<file path="src/rtl/mem_port_arbiter.sv">
// -----------------------------------------------------------------------------
// mem_port_arbiter
//
// Arbitrates the instruction-fetch port and the MEM-stage data port onto the
// single shared memory bus. One transaction at a time. The bus is driven from
// registers, the arbiter waits for bus_ack (or a timeout), and then returns the
// read data to the owning port with a one-cycle ready pulse.
//
// Transaction flow (IDLE -> REQ -> RESP -> IDLE):
//   IDLE : a pending request is granted. Its address, data, masks, direction
//          and owner are latched, and the timeout counter is loaded.
//   REQ  : bus_ce=1 and the bus fields are held. The state moves on when
//          bus_ack arrives or the counter runs out.
//   RESP : the owner's ready is high for exactly this cycle. bus_err is set
//          if the transaction timed out.
//
// Handshake: inst_req and data_ce are level requests. Each one is held until
// the matching ready pulse and dropped (or changed) for the next IDLE cycle.
// bus_ack is only accepted in REQ. bus_rdata is sampled on the accepting edge.
//
// Optional feature: define ARB_RR_EN to use round-robin arbitration on
// simultaneous requests. Without it, fixed priority is used and the data port
// wins.
//
// Parameters:
//   TIMEOUT    : number of REQ cycles without an ack before the transaction
//                is aborted (1..255)
//
// Ports:
//   clk, rst   : clock, synchronous active-high reset
//   inst_*     : fetch port (req/addr in, rdata/ready out)
//   data_*     : data port (ce/wr/addr/wdata/wmask/rmask in, rdata/ready out)
//   bus_*      : memory bus (ce/wr/rr/addr/wdata/wmask/rmask out,
//                rdata/ack in, err out)
//   stall_req  : pipeline stall; high while any port is waiting
// -----------------------------------------------------------------------------
module mem_port_arbiter #(
   parameter int unsigned TIMEOUT = 255
) (
   input  logic        clk,
   input  logic        rst,
   input  logic        inst_req,
   input  logic [31:0] inst_addr,
   output logic [31:0] inst_rdata,
   output logic        inst_ready,
   input  logic        data_ce,
   input  logic        data_wr,
   input  logic [31:0] data_addr,
   input  logic [31:0] data_wdata,
   input  logic [3:0]  data_wmask,
   input  logic [3:0]  data_rmask,
   output logic [31:0] data_rdata,
   output logic        data_ready,
   output logic        bus_ce,
   output logic        bus_wr,
   output logic        bus_rr,
   output logic [31:0] bus_addr,
   output logic [31:0] bus_wdata,
   output logic [3:0]  bus_wmask,
   output logic [3:0]  bus_rmask,
   input  logic [31:0] bus_rdata,
   input  logic        bus_ack,
   output logic        bus_err,
   output logic        stall_req
);

   localparam logic [7:0] TIMEOUT_LOAD = 8'(TIMEOUT);

   typedef enum logic [1:0] {
      ST_IDLE = 2'd0,
      ST_REQ  = 2'd1,
      ST_RESP = 2'd2
   } state_t;

   state_t      state;
   logic        owner_data;   // 1: data port owns the current transaction
   logic [7:0]  timer;        // remaining REQ cycles before timeout
   logic        grant_data;   // arbitration result for this IDLE cycle
   logic [31:0] capture;      // value returned to the owner when leaving REQ

`ifdef ARB_RR_EN
   // Round-robin pointer: 1 means the data port wins the next tie.
   // It starts pointing at data, so the first tie goes to the data port.
   logic prio_data;

   always_comb begin
      grant_data = data_ce;
      if (data_ce && inst_req) begin
         grant_data = prio_data;
      end
   end
`else
   // The MEM stage holds the older instruction, so the data port always wins.
   // This keeps the pipeline from deadlocking.
   always_comb begin
      grant_data = data_ce;
   end
`endif

   // Writes and timeouts both return zero. Only an acknowledged read returns
   // bus data.
   assign capture = (bus_ack && !bus_wr) ? bus_rdata : 32'h0;

   assign stall_req = (inst_req & ~inst_ready) | (data_ce & ~data_ready);

   always_ff @(posedge clk) begin
      if (rst) begin
         state      <= ST_IDLE;
         owner_data <= 1'b0;
         timer      <= 8'd0;
         bus_ce     <= 1'b0;
         bus_wr     <= 1'b0;
         bus_rr     <= 1'b0;
         bus_addr   <= 32'h0;
         bus_wdata  <= 32'h0;
         bus_wmask  <= 4'h0;
         bus_rmask  <= 4'h0;
         inst_rdata <= 32'h0;
         data_rdata <= 32'h0;
         inst_ready <= 1'b0;
         data_ready <= 1'b0;
         bus_err    <= 1'b0;
`ifdef ARB_RR_EN
         prio_data  <= 1'b1;
`endif
      end else begin
         // The ready and err outputs are single-cycle pulses. They are only
         // raised on the edge that enters RESP.
         inst_ready <= 1'b0;
         data_ready <= 1'b0;
         bus_err    <= 1'b0;

         case (state)
            ST_IDLE: begin
               if (inst_req || data_ce) begin
                  state      <= ST_REQ;
                  owner_data <= grant_data;
                  timer      <= TIMEOUT_LOAD;
                  bus_ce     <= 1'b1;
`ifdef ARB_RR_EN
                  prio_data  <= ~grant_data;
`endif
                  if (grant_data) begin
                     bus_wr    <= data_wr;
                     bus_rr    <= ~data_wr;
                     bus_addr  <= data_addr;
                     bus_wdata <= data_wdata;
                     bus_wmask <= data_wmask;
                     bus_rmask <= data_rmask;
                  end else begin
                     bus_wr    <= 1'b0;
                     bus_rr    <= 1'b1;
                     bus_addr  <= inst_addr;
                     bus_wdata <= 32'h0;
                     bus_wmask <= 4'h0;
                     bus_rmask <= 4'hF;
                  end
               end
            end

            ST_REQ: begin
               // If the ack arrives in the last allowed cycle, the ack wins
               // over the timeout.
               if (bus_ack || timer == 8'd1) begin
                  state   <= ST_RESP;
                  bus_ce  <= 1'b0;
                  bus_wr  <= 1'b0;
                  bus_rr  <= 1'b0;
                  bus_err <= ~bus_ack;
                  if (owner_data) begin
                     data_rdata <= capture;
                     data_ready <= 1'b1;
                  end else begin
                     inst_rdata <= capture;
                     inst_ready <= 1'b1;
                  end
               end
               if (!bus_ack) begin
                  timer <= timer - 8'd1;
               end
            end

            ST_RESP: begin
               state <= ST_IDLE;
            end

            default: begin
               state  <= ST_IDLE;
               bus_ce <= 1'b0;
            end
         endcase
      end
   end

endmodule

</file>
<file path="config.mk">
export PLATFORM = sky130hd
export DESIGN_NAME = mem_port_arbiter
export DESIGN_NICKNAME = d
export VERILOG_FILES = /design/src/rtl/mem_port_arbiter.sv
export SDC_FILE = /design/constraint.sdc
export NUM_CORES = 1
export LEC_CHECK = 0
export CAP_MARGIN = 20
export CORE_MARGIN = 3
export CORE_UTILIZATION = 28
export CTS_BUF_LIST = sky130_fd_sc_hd__clkbuf_8
export DETAILED_ROUTE_END_ITERATION = 10
export GPL_TIMING_DRIVEN = 0
export PLACE_DENSITY_LB_ADDON = 0.12
export SYNTH_ARGS = -nofsm -noshare
export SYNTH_HDL_FRONTEND = slang
export SYNTH_SLANG_ARGS = --single-unit
</file>
<file path="constraint.sdc">
create_clock -name clk -period 4 [get_ports clk]
set_clock_uncertainty 0.05 [all_clocks]
set_input_delay 1.2 -clock clk [delete_from_list [all_inputs] [get_ports clk]]
set_output_delay 1.2 -clock clk [all_outputs]
set_load 0.1 [all_outputs]
</file>
==> results of run 1 <==
[metal layers]
layer / track usage [%] / wire length, µm
met2: 27.9 / 9400
met3: 6.22 / 1980
met5: 0 / 20
met4: 4.09 / 229
met1: 23.5 / 9600
[area by class of cell]
type	instances	area, µm²
Fill cell	2068	11000
Sequential cell	153	3060
Timing Repair Buffer	283	2830
Multi-Input combinational cell	433	2520
Tap cell	270	338
Buffer	64	334
Clock buffer	18	248
Clock inverter	14	114
Inverter	4	15.0
[state kept, by name, summed over array words and instances, names as in the netlist]
name and count:
owner_data 1, bus_err 1, bus_ce 1, bus_rmask 4, timer 8, bus_addr 32, bus_rr 1, bus_wr 1
inst_rdata 32, data_rdata 32, state 2, data_ready 1, bus_wmask 4, inst_ready 1, bus_wdata 32
[placed cells by master, fill, tap and decap left out, types with 5 or more instances in the layout]
| cell | n |
|---|---|
| clkbuf_1 | 31 |
| buf_2 | 19 |
| clkbuf_8 | 18 |
| a22oi_1 | 36 |
| nor2_1 | 79 |
| mux2i_1 | 32 |
| nand3_1 | 68 |
| o22ai_1 | 5 |
| buf_6 | 5 |
| inv_6 | 6 |
| dfxtp_1 | 153 |
| clkdlybuf4s50_1 | 282 |
| nor3_1 | 8 |
| a211oi_1 | 36 |
| xor2_1 | 6 |
| buf_4 | 5 |
| a21oi_1 | 72 |
| o21ai_0 | 61 |
[worst min-delay path, cell delays in order (launching register included)]
cell	delay, ns
dfxtp_1	0.33
o21ai_2	0.05
a21oi_1	0.05
[stage by stage]
stage | std cells | util (%) | TNS (ns) | hold slack, ns
5_1_grt | 1239 | 46.2 | 0 | 0.449
3_5_place_dp | 1207 | 44.4 | -0.436 | 0.417
2_1_floorplan | 654 | - | 0 | 0.445
4_1_cts | 1239 | 46.2 | 0 | 0.430
3_3_place_gp | 1207 | 44.4 | -0.438 | 0.404
6_report | 1239 | 46.2 | 0 | 0.424
[how the worst max path moves through the flow]
stage                     end  cells past startpoint     start  slack, ns
floorplan           stall_req                      2   data_ce       0.03
global placement    stall_req                      4  inst_req      -0.44
detailed placement  stall_req                      4  inst_req      -0.44
CTS                 stall_req                      4  inst_req       0.16
global route        stall_req                      4  inst_req       0.11
finish              stall_req                      4  inst_req       0.16
[power groups by stage]
stage / Sequential, µW / Combinational (µW) / Clock [µW]
final: 1680 / 1370 / 1110
after CTS: 1680 / 1380 / 1150
after global routing: 1700 / 1440 / 1210
after global placement: 1720 / 1380 / 0
after floorplan: 2340 / 319 / 0
after detailed placement: 1720 / 1380 / 0
[cell families (layout without fill, tap and decap cells)]
kind of cell,Yosys count,in the layout,share of synthesized area (%)
flops,153,153,51.7
fa+ha+maj,2,2,0.422
buf+inv,68,383,5.89
compound gates,219,219,22.1
xor+xnor,6,6,0.886
mux,32,32,5.40
simple gates,174,174,13.6
==> summary.md, run 1 <==
| Metric | Value |
|---|---|
| Setup Fix Bufs, Post-CTS | 0 |
| CP max FO | 4 |
| H-tree Lvls | 4 |
| Final Hold Viols | 0 |
| Synth Warn # | 0 |
| Worst-margin pin slew | 1.05 ns |
| Vias | 5951 |
| Design Area, Final | 9460 µm² |
| Synth area leader | dfxtp_1 |
| Worst Path Buf+Inv | 3 |
| Worst-Skew Late Latency | 0.44 ns |
| Seq/Total Area, Yosys | 51.7% |
| VDD IR max | 0.000210 V |
| CP delay by family, top | buffers and inverters |
| Max-cap violations | 0 |
| Initial DRC count | 227 |
| Worst reg2reg startpoint | timer[1] |
| Port bufs | 283 |
| Area after DPL | 9100 µm² |
| Hold path startpoint | inst_rdata[21] |
| Synth top area share | 51.7% |
| Syn nets | 798 |
| CP Launch Type | input port |
| Routed WL per cell | 17.1 µm |
| Synthesized area per cell | 9.06 µm² |
| Hold Crit Endpoint | inst_rdata[21] |
| CP Data Arrival Time | 2.59 ns |
| Final min period | 3.84 ns |
| Combinational Power Share | 32.9% |
| R2R Path End | data_rdata[10] |
| Starting Density | 28.9% |
| Synth top cells by count | 153 x dfxtp_1, 79 x nor2_1, 72 x a21oi_1, 68 x nand3_1, 61 x o21ai_0 |
| RePlAce Congestion | 0.794 |
| Crit path kind | input port to primary output |
| Total GRT Usage | 17.7% |
| Slew headroom | 30.0% |
| Cell with the most instances after synthesis | dfxtp_1 |
| Ports | 285 |
| Post-synth EDFFs | 0 |
| CP Cell Sequence | clkdlybuf4s50_1, inv_1, o22ai_1, clkdlybuf4s15_2 |
| Antenna fix cells | 0 |
| Final wirelength | 21200 µm |
| Worst-case clock buffer depth | 2 |
| Clk pin slew, worst setup/hold paths | 0.08 ns |
| Layout area overhead | 59.6% |
| # nets final | 1100 |
| Vias in the first global route | 5764 |
| Required @ worst endpoint | 2.75 ns |
| Int Pwr | 2490 µW |
| Psw | 1680 µW |
| Root Buffer | clkbuf_8 |
| Die height | 152 µm |
| Worst Slack Setup Final | 0.160 ns |
| Reg2reg setup slack | 2.24 ns |
| CTS resizes | 3 |
| Vias per inst | 4.80 |
| LEAKAGE | 0.00340 µW |
| CTS tree | built |
| RSZ-0062 raised after global routing | false |
| Total gr overflow | 0 |
| Distinct cells, synth | 37 |
| Synth top area cells | dfxtp_1 52%, a21oi_1 6.1%, nand3_1 5.7%, mux2i_1 5.4%, o21ai_0 5.1% |
| Delay of the slowest critical-path stage | 0.59 ns |
| Core area | 20500 µm² |
| Initial antenna violation count | 1 |
| Post-synthesis register bit count | 153 |
| CTS buffer count | 17 |
| # rows | 52 |
| Sw Share | 40.3% |
| Global-route wire length before repair | 31800 µm |
| Clock Sinks | 153 |
| WHS Path Cells | 2 |
| HP Class | register to register |
| Antenna Violating Nets Remaining | 0 |
| Die Width | 152 µm |
| CP endpoint kind | primary output |
| Post-synth ARST share | 0% |
| Share of total power in the clock network | 26.7% |
| Power, Total | 4160 µW |
| Synth Flop Type | dfxtp_1 |
| Final setup fails | 0 |
| Reg2Reg Depth | 6 |
| Final routed DRC violation total | 0 |
| Cells after synthesis | 654 |
| Post-DP HPWL | 15900 µm |
| Netlist Area Pre-Place | 5930 µm² |
| Pwr Density | 440 nW/µm² |
| Sequential group share of total power | 40.4% |
| CTS Hold Bufs | 0 |
| Max Clock Freq | 0.260 GHz |
| Post-Place Worst Slack | -0.436 ns |
| Tcrit/Tclk final | 96.0% |
| Status | complete, no violations |
| Largest net degree at the start of global routing | 17 |
| Final Slew Violations | 0 |
| Drt pass-1 iters | 6 |
| Slowest-stage cell, CP | clkdlybuf4s15_2 |
| Share of cells above drive strength 1 | 7.33% |
| Die area | 23000 µm² |
Note: power is estimated with default switching activity, not from simulation.
==> run 2, diff against run 1 <==
--- a/config.mk
+++ b/config.mk
@@ -9,8 +9,8 @@
 export CORE_MARGIN = 3
 export CORE_UTILIZATION = 28
 export CTS_BUF_LIST = sky130_fd_sc_hd__clkbuf_8
+export CTS_CLUSTER_DIAMETER = 30
 export DETAILED_ROUTE_END_ITERATION = 10
-export GPL_TIMING_DRIVEN = 0
 export PLACE_DENSITY_LB_ADDON = 0.12
 export SYNTH_ARGS = -nofsm -noshare
 export SYNTH_HDL_FRONTEND = slang
==> summary.md, run 2 (same netlist as run 1, synthesis figures left out) <==
| Metric | Value |
|---|---|
| Worst hold slack | 0.426 ns (+0.00166 ns) |
| Starting Density | 28.9% (unchanged) |
| # nets final | 1052 (-4.4%) |
| Final setup fails | 0 (unchanged) |
| LEAKAGE | 0.00341 µW (+0.28%) |
| Clock Sinks | 153 (unchanged) |
| Crit path kind | input port to primary output |
| CTS tree | built |
| Total GRT Usage | 16.7% (-1.1 points) |
| CP Launch Type | input port |
| Drt pass-1 iters | 4 (-2) |
| # rows | 52 (unchanged) |
| Slew headroom | 32.9% (+2.9 points) |
| Die area | 23000 µm² (unchanged) |
| CTS buffer count | 17 (unchanged) |
| Total gr overflow | 0 (unchanged) |
| CP Data Arrival Time | 2.41 ns (-0.18 ns) |
| R2R Path End | inst_rdata[19] |
| CTS resizes | 0 (-3) |
| Reg2reg setup slack | 2.01 ns (-0.23 ns) |
| Initial antenna violation count | 0 (-1) |
| Filler cells | 2065 (-0.15%) |
| Max Clock Freq | 0.273 GHz (+5.0%) |
| Final wirelength | 19700 µm (-7.3%) |
| HP Class | register to register |
| CP max FO | 4 (unchanged) |
| Combinational Power Share | 31.9% (-1.0 points) |
| Max-cap violations | 0 (unchanged) |
| Layout area overhead | 55.6% |
| Commonest non-fill, non-tap cell in the layout | clkdlybuf4s50_1 |
| Core area | 20500 µm² (unchanged) |
| Reg2Reg Depth | 5 (-1) |
| Post-DP HPWL | 13200 µm (-17%) |
| Worst-Skew Late Latency | 0.44 ns (about the same) |
| Clk pin slew, worst setup/hold paths | 0.09 ns (about the same) |
| Vias in the first global route | 5540 (-3.9%) |
| Worst-case clock buffer depth | 2 (unchanged) |
| Commonest non-fill, non-tap cells in the layout | 235 x clkdlybuf4s50_1, 153 x dfxtp_1, 78 x nor2_1, 72 x a21oi_1, 68 x nand3_1 |
| RePlAce Congestion | 0.704 (-11%) |
| Antenna Violating Nets Remaining | 0 (unchanged) |
| Psw | 1640 µW (-2.0%) |
| Vias | 5685 (-4.5%) |
| Largest net degree at the start of global routing | 67 (+50) |
| Final Hold Viols | 0 (unchanged) |
| RSZ-0062 raised after global routing | false |
| VDD IR max | 0.000209 V (-0.31%) |
| H-tree Lvls | 4 (unchanged) |
| Die height | 152 µm (unchanged) |
| WHS Path Cells | 2 (unchanged) |
| Final routed DRC violation total | 0 (unchanged) |
| Status | complete, no violations |
| Port bufs | 284 (+0.35%) |
| Worst-margin pin slew | 1.00 ns (-0.0437 ns) |
| Sequential group share of total power | 40.6% (+0.2 points) |
| Global-route wire length before repair | 30200 µm (-5.1%) |
| Vias per inst | 4.77 (-0.62%) |
| Ports | 285 (unchanged) |
| Die Width | 152 µm (unchanged) |
| Routed WL per cell | 16.5 µm (-3.6%) |
| Hold Crit Endpoint | inst_rdata[21] |
| Pwr Density | 450 nW/µm² (+2.2%) |
| Share of total power in the clock network | 27.5% (+0.8 points) |
| Antenna fix cells | 0 (unchanged) |
| Final Slew Violations | 0 (unchanged) |
| Final min period | 3.66 ns (-0.183 ns) |
| CP endpoint kind | primary output |
| Share of cells above drive strength 1 | 11.3% (+4.0 points) |
| Worst reg2reg startpoint | state[0] |
| Int Pwr | 2510 µW (+0.79%) |
| Setup tns final | 0 ns (unchanged) |
| Crit path launch | inst_req |
| Root Buffer | clkbuf_8 |
| CTS Hold Bufs | 0 (unchanged) |
| Initial DRC count | 206 (-9.3%) |
| Tcrit/Tclk final | 91.4% (-4.6 points) |
| Setup Fix Bufs, Post-CTS | 0 (unchanged) |
| Hold path startpoint | inst_rdata[21] |
| Sw Share | 39.6% (-0.68 points) |
| Required @ worst endpoint | 2.75 ns (about the same) |
run 2: cell count changes in the layout (fill, tap and decap cells not counted), moves of 2 or more:
cell,delta
buf_4,+54
clkdlybuf4s50_1,-47
clkbuf_1,-31
buf_2,-18
buf_6,-5
buf_12,+4
clkbuf_2,-2
run 2: worst max-delay path by stage:
stage / endpoint / cells after the start
5_1_grt: stall_req / 4
4_1_cts: stall_req / 4
3_3_place_gp: stall_req / 4
6_report: stall_req / 4
3_5_place_dp: stall_req / 4
2_1_floorplan: stall_req / 2
run 2: through the flow:
step | worst slack [ns] | util, % | power [µW] | area, µm² | cells
after floorplan | 0.0270 | - | 2660 | 5930 | 654
after global placement | 0.359 | 43.2 | 3060 | 8850 | 1159
after detailed placement | 0.330 | 43.2 | 3060 | 8850 | 1159
after CTS | 0.325 | 45.0 | 4220 | 9220 | 1191
after global routing | 0.237 | 45.0 | 4350 | 9220 | 1191
final | 0.343 | 45.0 | 4150 | 9220 | 1191
run 2: metal layers:
metal  up-vias  global-route usage (%)  wire length (µm)
li1       2863                       -                 -
met1      2590                    21.8              8690
met2       220                    26.3              8950
met3        12                    5.98              1820
met4         0                    4.27               208
met5         -                       0                 0
run 2: layout make-up:
cell class | count | area, µm² | area share (%)
clock buffer | 17 | 234 | 2.54
tap | 270 | 338 | 3.66
multi-input combinational | 433 | 2550 | 27.7
clock inverter | 15 | 141 | 1.53
timing repair buffer | 299 | 2880 | 31.2
sequential | 153 | 3060 | 33.2
inverter | 4 | 15.0 | 0.163
run 2: critical path, stage by stage:
cell and delay [ns]:
clkdlybuf4s50_1 0.57, inv_1 0.13, o22ai_1 0.29, buf_12 0.22
run 2: power groups by stage:
stage | Sequential [µW] | Clock (µW) | Combinational (µW)
after CTS | 1690 | 1200 | 1340
after detailed placement | 1720 | 0 | 1330
final | 1690 | 1140 | 1320
after floorplan | 2340 | 0 | 319
after global placement | 1720 | 0 | 1340
after global routing | 1700 | 1260 | 1400
